[config.mk]
export PLATFORM = sky130hd
export DESIGN_NAME = state_machine
export DESIGN_NICKNAME = d
export VERILOG_FILES = /design/src/rtl/sm_pkg.sv /design/src/rtl/opcode_len_rom.sv /design/src/rtl/state_machine.sv
export SDC_FILE = /design/constraint.sdc
export NUM_CORES = 1
export LEC_CHECK = 0
export BUFFER_PORTS_ARGS = -buffer_cell sky130_fd_sc_hd__buf_2
export CORE_MARGIN = 2
export CORE_UTILIZATION = 30
export DETAILED_ROUTE_END_ITERATION = 6
export GPL_TIMING_DRIVEN = 0
export PLACE_DENSITY = 0.53
export SLEW_MARGIN = 25
export SYNTH_ARGS = -nofsm -noshare
export SYNTH_HDL_FRONTEND = slang
export SYNTH_SLANG_ARGS = --single-unit
[constraint.sdc]
create_clock -name clk -period 2.9 [get_ports clk]
set_clock_uncertainty 0.2 [all_clocks]
set_input_delay 0.29 -clock clk [delete_from_list [all_inputs] [get_ports clk]]
set_output_delay 0.29 -clock clk [all_outputs]
set_load 0.02 [all_outputs]
[src/rtl/sm_pkg.sv]
// Package for the bytecode fetch sequencer (state_machine).
// Purpose: shared state encoding, width constants, opcode constants and the
//          has_operand() helper used by the opcode length ROM.
// Optional feature macro (consumed by state_machine): STATE_MACHINE_NOP_SKIP_EN.
package sm_pkg;

    localparam int BYTE_BITS   = 8;
    localparam int WIDTH_IN    = BYTE_BITS;
    localparam int WIDTH_OUT   = 2 * BYTE_BITS;
    localparam int MEMORY_SIZE = 8;

    typedef enum logic [1:0] {
        IDLE      = 2'd0,
        FETCH_OP  = 2'd1,
        FETCH_ARG = 2'd2,
        SEND      = 2'd3
    } state_t;

    localparam logic [7:0] OP_NOP      = 8'h00;
    localparam logic [7:0] OP_BIPUSH   = 8'h10;
    localparam logic [7:0] OP_LDC      = 8'h12;
    localparam logic [7:0] OP_XLOAD_LO = 8'h15;
    localparam logic [7:0] OP_XLOAD_HI = 8'h19;
    localparam logic [7:0] OP_XSTOR_LO = 8'h36;
    localparam logic [7:0] OP_XSTOR_HI = 8'h3A;
    localparam logic [7:0] OP_RET      = 8'hA9;
    localparam logic [7:0] OP_NEWARRAY = 8'hBC;

    // True when the opcode is followed by exactly one operand byte.
    function automatic logic has_operand(input logic [7:0] opcode);
        logic result;
        result = 1'b0;
        if (opcode == OP_BIPUSH || opcode == OP_LDC ||
            opcode == OP_RET    || opcode == OP_NEWARRAY)
            result = 1'b1;
        else if (opcode >= OP_XLOAD_LO && opcode <= OP_XLOAD_HI)
            result = 1'b1;
        else if (opcode >= OP_XSTOR_LO && opcode <= OP_XSTOR_HI)
            result = 1'b1;
        return result;
    endfunction

endpackage

[src/rtl/opcode_len_rom.sv]
// Purely combinational opcode -> "takes an operand byte" lookup.
// Ports:
//   i_opcode       in   8   opcode byte
//   o_has_operand  out  1   1 when one operand byte follows the opcode
module opcode_len_rom
    import sm_pkg::*;
(
    input  logic [7:0] i_opcode,
    output logic       o_has_operand
);

    assign o_has_operand = sm_pkg::has_operand(i_opcode);

endmodule

[src/rtl/state_machine.sv]
// Bytecode fetch sequencer: walks a byte-wide program memory, reads an opcode
// (and its operand byte when it has one), packs {opcode, operand} into a
// 16-bit word and hands it to the decoder with a start/ready handshake.
// Optional feature: STATE_MACHINE_NOP_SKIP_EN -- when defined, nop (0x00)
// opcodes are consumed in FETCH_OP and never sent.
// Ports:
//   clk                 in   1              rising-edge clock
//   reset               in   1              synchronous, active-high
//   ready_from_decoder  in   1              decoder can accept a word
//   start_for_decoder   out  1              word handed over this cycle
//   data_from_memory    in   width_in       byte at memory_pointer (comb read)
//   data_for_decoder    out  width_out      last word handed over (registered)
//   memory_pointer      out  memory_size+1  current fetch address
//   state / next_state  out  2              FSM debug
//   data                out  width_out      assembly register
//   read_opcode / send  out  1              state strobes
module state_machine
    import sm_pkg::*;
#(
    parameter int byte_bits   = BYTE_BITS,
    parameter int width_in    = WIDTH_IN,
    parameter int width_out   = WIDTH_OUT,
    parameter int memory_size = MEMORY_SIZE
) (
    input  logic                   clk,
    input  logic                   reset,
    input  logic                   ready_from_decoder,
    output logic                   start_for_decoder,
    input  logic [width_in-1:0]    data_from_memory,
    output logic [width_out-1:0]   data_for_decoder,
    output logic [memory_size:0]   memory_pointer,
    output logic [1:0]             state,
    output logic [1:0]             next_state,
    output logic [width_out-1:0]   data,
    output logic                   read_opcode,
    output logic                   send
);

    localparam logic [memory_size:0] PTR_ONE = {{memory_size{1'b0}}, 1'b1};

    state_t                 r_state;
    state_t                 w_next_state;
    logic [memory_size:0]   r_pointer;
    logic [width_out-1:0]   r_data;
    logic [width_out-1:0]   r_data_for_decoder;
    logic                   w_has_operand;
    logic                   w_is_nop;

    opcode_len_rom u_opcode_len_rom (
        .i_opcode      (data_from_memory[7:0]),
        .o_has_operand (w_has_operand)
    );

`ifdef STATE_MACHINE_NOP_SKIP_EN
    assign w_is_nop = (data_from_memory[7:0] == OP_NOP);
`else
    assign w_is_nop = 1'b0;
`endif

    // State register and data path. The pointer wraps naturally at the top
    // of the address space.
    always_ff @(posedge clk) begin
        if (reset) begin
            r_state            <= IDLE;
            r_pointer          <= '0;
            r_data             <= '0;
            r_data_for_decoder <= '0;
        end else begin
            r_state <= w_next_state;
            case (r_state)
                FETCH_OP: begin
                    r_pointer <= r_pointer + PTR_ONE;
                    // A skipped nop leaves the assembly register untouched.
                    if (!w_is_nop)
                        r_data <= {data_from_memory, {byte_bits{1'b0}}};
                end
                FETCH_ARG: begin
                    r_pointer                <= r_pointer + PTR_ONE;
                    r_data[byte_bits-1:0]    <= data_from_memory;
                end
                SEND: begin
                    if (ready_from_decoder)
                        r_data_for_decoder <= r_data;
                end
                default: ;
            endcase
        end
    end

    // Next-state logic.
    always_comb begin
        w_next_state = r_state;
        case (r_state)
            IDLE:      if (ready_from_decoder) w_next_state = FETCH_OP;
            FETCH_OP: begin
                if (w_is_nop)
                    w_next_state = FETCH_OP;
                else if (w_has_operand)
                    w_next_state = FETCH_ARG;
                else
                    w_next_state = SEND;
            end
            FETCH_ARG: w_next_state = SEND;
            SEND:      if (ready_from_decoder) w_next_state = FETCH_OP;
            default:   w_next_state = IDLE;
        endcase
    end

    // Output logic.
    always_comb begin
        read_opcode       = 1'b0;
        send              = 1'b0;
        start_for_decoder = 1'b0;
        case (r_state)
            FETCH_OP: read_opcode = 1'b1;
            SEND: begin
                send              = 1'b1;
                start_for_decoder = ready_from_decoder;
            end
            default: ;
        endcase
    end

    assign state            = r_state;
    assign next_state       = w_next_state;
    assign data             = r_data;
    assign data_for_decoder = r_data_for_decoder;
    assign memory_pointer   = r_pointer;

endmodule

==> results of run 1 <==
-- worst reg2reg max path: cells and delay by family (launching register included) --
kind	cells	cell delay, ns
AOI/OAI and AO/OA	1	0.13
adders and majority gates	1	0.34
and+or+nand+nor	2	0.66
DFF	1	0.41
buffers and inverters	1	0.06
-- placed cells by master (no fill, tap or decap), drive strengths merged --
cell type   n
xor2        5
clkinv      1
mux2i       9
nand2b      4
a21oi      29
or3         2
ha          4
nand4       1
o2bb2ai     1
a211o       1
nand2      46
a221oi      1
nand3b      8
nor3b       1
a22oi       1
and3        1
or3b        1
nand4b      1
clkbuf     14
inv         5
a2111oi     1
clkinvlp    1
o21ai       4
xnor2       1
and3b       1
nor2       21
buf        60
nor2b       1
dfxtp      43
-- sequential cells by signal, indices dropped and copies added (netlist names) --
signal	cells
data	16
state	2
data_for_decoder	16
memory_pointer	9
-- per-stage QoR --
step	hold WS (ns)	cells	cell area (sq um)
floorplan	0.237	204	1740
global placement	0.239	333	2120
detailed placement	0.245	333	2120
CTS	0.0962	341	2200
global route	0.121	341	2200
finish	0.0958	341	2200
-- kinds of logic after synthesis --
family | Yosys count | share of synthesized area (%)
AND/OR/NAND/NOR | 88 | 23.1
flip-flops | 43 | 49.4
AO/OA/AOI/OAI | 38 | 12.9
buffers and inverters | 16 | 3.59
multiplexers | 9 | 5.17
XOR/XNOR | 6 | 3.02
adder cells (fa/ha/maj) | 4 | 2.87
-- power breakdown --
| part | total (mW) | internal, mW | leakage [nW] | switching, mW |
|---|---|---|---|---|
| sequential | 0.721 | 0.659 | 0.348 | 0.0616 |
| combinational | 0.654 | 0.236 | 0.579 | 0.417 |
| clock | 0.372 | 0.168 | 0.0412 | 0.203 |
-- cell type report --
| cell class | instances | area [sq um] |
|---|---|---|
| plain buffers | 11 | 43.8 |
| clock inverters | 2 | 12.5 |
| well taps | 72 | 90.1 |
| repair buffers | 57 | 285 |
| flip-flops and latches | 43 | 861 |
| clock buffers | 6 | 72.6 |
| fillers | 620 | 3340 |
| multi-input cells | 145 | 818 |
| inverters | 5 | 18.8 |
-- path summary, 6_finish.rpt --
kind,to,cells after the start,from
max,next_state[0],6,state[0]$_SDFF_PP0_
min,data[11]$_SDFFE_PP0P_,3,data_from_memory[3]
max reg2reg,memory_pointer[5]$_SDFFE_PP0P_,5,state[0]$_SDFF_PP0_
min reg2reg,data_for_decoder[10]$_SDFFE_PP0P_,2,data_for_decoder[10]$_SDFFE_PP0P_
-- per-layer routing --
| metal | routed length, um | up-vias | track usage (%) |
|---|---|---|---|
| met5 | 0 | - | 0 |
| met4 | 102 | 0 | 5.08 |
| met3 | 254 | 10 | 4.27 |
| met2 | 1950 | 44 | 23.0 |
| met1 | 2060 | 702 | 17.6 |
| li1 | - | 800 | - |
==> impl_metrics.yaml, run 1 <==
outcome:
  status: "completed"
sta:
  max_freq_ghz: 0.401
  slew_viol_final: 0
  setup_viol_count_final: 0
  tightest_slew_ns: 0.523
  period_share_pct: 85.9
  fin_crit_ns: 2.49
  slew_headroom_pct: 65.2
  fin_ws_ns: 0.408
  hold_viol_final: 0
  rsz0062_at_grt: "false"
  tns_ns: 0
clock_tree:
  post_cts_buffers: 0
  cts_buffers: 5
  clock_path_buffers: 2
  clock_sinks: 43
  cts_resized: 0
  worstSkewPairLatency_ns: 0.29
  cts.reportedPaths.clkPinSlew_ns: 0.08
  h-tree-depth: 2
  clockRootBuffer: "clkbuf_8"
  cts_tree: "built"
  cts_hold_buf: 0
die:
  start_util_pct: 31.4
  die_w_um: 80.2
  die_h_um: 80.2
  io-pin-count: 59
  die_area_sq_mm: 0.00643
  row_count: 27
  core-area_sq_mm: 0.00554
worst_setup_path:
  critPathMaxFanout: 10
  crit_type: "reg -> out"
  path_cells: "inv_1 > ha_1 > clkbuf_1 > o21ai_0 > a22oi_1 > buf_2"
  reg2reg_slack_ns: 1.04
  worst-path-buf-inv: 3
  cpMaxStageDelayCell: "dfxtp_1"
  required_ns: 2.41
  cp-start-kind: "flip-flop"
  crit_family: "buffers and inverters"
  critPathCaptureType: "primary output"
  cp_slowest_stage_delay_ns: 0.41
  crit_arrival_ns: 2.00
yosys:
  synth.top_cells.by_count: "nand2_1, dfxtp_1, a21oi_1"
  postSynth.asyncResetShare_pct: 0
  yosys_warnings: 0
  synth-edff-count: 0
  synth_top_area_share_pct: 49.4
  syn_avg_cell_area_sq_um: 8.54
  syn_inst: 204
  ys_seq_area_share_pct: 49.4
  synth_ff_type: "dfxtp_1"
  synth_cell_types: 30
  synth_nets: 219
  synth_area_sq_mm: 0.00174
  synth-seq-cells: 43
  yosysMostFrequentCell: "nand2_1"
  synth_area_leaders: "dfxtp_1, nand2_1, a21oi_1"
  synth_top_area_cell: "dfxtp_1"
placement:
  dp_hpwl_um: 3230
  port_buffers: 57
  place_ws_ns: 0.699
  gp_congestion: 0.714
grt:
  grt_pass1_vias: 1472
  grt-ovfl-total: 0
  grt_pass1_wl_um: 7000
  track_usage_pct: 14.1
  grt_max_degree: 14
  antenna_found_initial: 0
routing:
  wire_per_inst_um: 12.8
  drc: 0
  vias_per_cell: 4.56
  via_count: 1556
  wirelength_um: 4360
  drtAntennaViolNets: 0
  first_iter_violations: 70
  drt_pass1_iterations: 4
pwr:
  total_power_mw: 1.75
  power.leakage_nw: 0.969
  power_density_mw_per_mm2: 793
  ir_drop_mv: 0.485
finish:
  antenna_cells: 0
  final_util_pct: 39.7
  syn_to_final_growth_pct: 26.4
  fin_nets: 283
  layout-drive-gt1-share_pct: 26.0
worst_hold_path:
  hold_class: "in -> reg"
run:
  maxCapViolCount: 0
Power figures use the tool's default switching activity.
==> run 2, diff against run 1 <==
--- a/config.mk
+++ b/config.mk
@@ -5,6 +5,7 @@
 export SDC_FILE = /design/constraint.sdc
 export NUM_CORES = 1
 export LEC_CHECK = 0
+export ABC_AREA = 1
 export BUFFER_PORTS_ARGS = -buffer_cell sky130_fd_sc_hd__buf_2
 export CORE_MARGIN = 2
 export CORE_UTILIZATION = 30
==> run 2 against run 1 <==
  * Synthesized area fell by 0.57%
  * Global-route usage increased by 0.51 points
  * Register-to-register slack improved by 0.07 ns
  * Cell area grew 0.74%
  * Highest routed layer unchanged
  * Cell count grew 9.1%
  * Largest power group is now combinational logic
  * Routed wire length is 3.0% higher
  * Flip-flop and latch count did not move
  * Core utilization rose by 0.29 points
==> impl_metrics.yaml, run 2 <==
worst_setup_path:
  required_ns: 2.41
  critPathCaptureType: "primary output"
  cpMaxStageDelayCell: "dfxtp_1"
  cp-start-kind: "flip-flop"
  reg2reg_slack_ns: 1.11
  cp_slowest_stage_delay_ns: 0.36
  crit_type: "reg -> out"
  startpoint: "state[1]$_SDFF_PP0_"
  setup.worst_path.end: "next_state[0]"
  r2r_cells: 10
  critPathMaxFanout: 8
  path_cells: "inv_1 > ha_1 > inv_2 > nor2_2 > nand2_1 > nor2_1 > nand2_1 > nor2_2 > nor2_1 > buf_2"
  r2r-start: "state[0]$_SDFF_PP0_"
  reg2reg_to: "memory_pointer[7]$_SDFFE_PP0P_"
  crit_arrival_ns: 1.79
yosys:
  postSynth.asyncResetShare_pct: 0
  synth_area_leaders: "dfxtp_1, nor2_1, o21ai_0"
  ys_seq_area_share_pct: 49.7
  syn_avg_cell_area_sq_um: 7.37
  synth_ff_type: "dfxtp_1"
  synth-edff-count: 0
  synth_nets: 250
  yosys_warnings: 0
  yosysMostFrequentCell: "nor2_1"
  synth_top_area_share_pct: 49.7
  synth_top_area_cell: "dfxtp_1"
  synth_cell_types: 19
  synth_area_sq_mm: 0.00173
  synth-seq-cells: 43
  syn_inst: 235
  synth.top_cells.by_count: "nor2_1, dfxtp_1, o21ai_0"
placement:
  dp_hpwl_um: 3490
  place_inst: 365
  gp_congestion: 0.809
  port_buffers: 58
worst_hold_path:
  hold_path_depth: 3
  hold_class: "in -> reg"
clock_tree:
  post_cts_buffers: 0
  cts_tree: "built"
  worstSkewPairLatency_ns: 0.29
  cts_hold_buf: 0
  cts_resized: 0
  cts_buffers: 5
  h-tree-depth: 2
  clock_path_buffers: 2
  clock_sinks: 43
  clockRootBuffer: "clkbuf_8"
  cts.reportedPaths.clkPinSlew_ns: 0.08
routing:
  highest_layer: "met4"
  first_iter_violations: 46
  wirelength_um: 4500
  wl_met3_um: 211
  drt_pass1_iterations: 6
  wl_met1_um: 2070
  via_count: 1672
  wire_per_inst_um: 12.1
  drtAntennaViolNets: 0
  vias_per_cell: 4.49
  wl_met2_um: 2150
  drc: 0
grt:
  antenna_found_initial: 0
  grt_pass1_vias: 1515
  grt_pass1_wl_um: 7330
  track_usage_pct: 14.7
  grt-ovfl-total: 0
  grt_max_degree: 14
sta:
  fin_crit_ns: 2.28
  tightest_slew_ns: 0.397
  hold_viol_final: 0
  hold_slack_ns: 0.0728
  slew_headroom_pct: 73.5
  max_freq_ghz: 0.439
  slew_viol_final: 0
  tns_ns: 0
  rsz0062_at_grt: "false"
  period_share_pct: 78.5
  setup_viol_count_final: 0
finish:
  syn_to_final_growth_pct: 28.1
  stdcell_count: 372
  layout_commonest_cell: "buf_2"
  layout-drive-gt1-share_pct: 26.7
  final_util_pct: 40.0
  fin_nets: 315
  mostFrequentLayoutCells: "buf_2, nor2_1, dfxtp_1"
  antenna_cells: 0
die:
  die_area_sq_mm: 0.00640
  core-area_sq_mm: 0.00554
  start_util_pct: 31.3
  row_count: 27
  die_w_um: 80.0
  die_h_um: 80.0
  io-pin-count: 59
pwr:
  power_density_mw_per_mm2: 976
  power.leakage_nw: 1.08
  total_power_mw: 2.16
  ir_drop_mv: 0.431
outcome:
  status: "completed"
run:
  maxCapViolCount: 0
[run 2: worst min path at each step]
stage	start	end	slack, ns
floorplan	reset	state[1]$_SDFF_PP0_	0.16
global placement	data_for_decoder[4]$_SDFFE_PP0P_	data_for_decoder[4]$_SDFFE_PP0P_	0.26
detailed placement	data_for_decoder[3]$_SDFFE_PP0P_	data_for_decoder[3]$_SDFFE_PP0P_	0.27
CTS	reset	state[1]$_SDFF_PP0_	0.06
global route	reset	memory_pointer[8]$_SDFFE_PP0P_	0.07
finish	data_from_memory[3]	data[3]$_SDFFE_PP0P_	0.07
[run 2: cell families after synthesis]
family,Yosys count,share of synthesized area [%]
AO/OA/AOI/OAI,55,16.1
adder cells (fa/ha/maj),4,2.89
buffers and inverters,29,6.86
flip-flops,43,49.7
AND/OR/NAND/NOR,104,24.4
[run 2: area by class of cell]
| type | count | area [sq um] |
|---|---|---|
| Timing Repair Buffer | 58 | 290 |
| Tap cell | 72 | 90.1 |
| Sequential cell | 43 | 861 |
| Fill cell | 645 | 3320 |
| Multi-Input combinational cell | 163 | 752 |
| Buffer | 9 | 43.8 |
| Clock inverter | 2 | 37.5 |
| Clock buffer | 5 | 68.8 |
| Inverter | 20 | 75.1 |
[run 2: where the power goes]
part,leakage [nW],switching [mW],internal [mW]
sequential,0.351,0.0909,0.721
combinational,0.675,0.610,0.290
clock,0.0502,0.202,0.252
total,1.08,0.902,1.26
[run 2: through the flow]
stage	setup slack (ns)	cell area, sq um
3_3_place_gp	0.945	2110
3_5_place_dp	0.938	2110
2_1_floorplan	0.917	1730
6_report	0.623	2220
5_1_grt	0.402	2220
4_1_cts	0.595	2220
[run 2: metal layers]
layer | vias up | global-route usage, %
met2 | 34 | 24.0
li1 | 881 | -
met3 | 5 | 3.51
met4 | 0 | 5.25
met5 | - | 0
met1 | 752 | 18.7
[run 2: critical path, delay by kind of cell (launching register included)]
kind	cells	cell delay [ns]
adders and majority gates	1	0.30
buffers and inverters	3	0.34
DFF	1	0.36
and+or+nand+nor	6	0.50
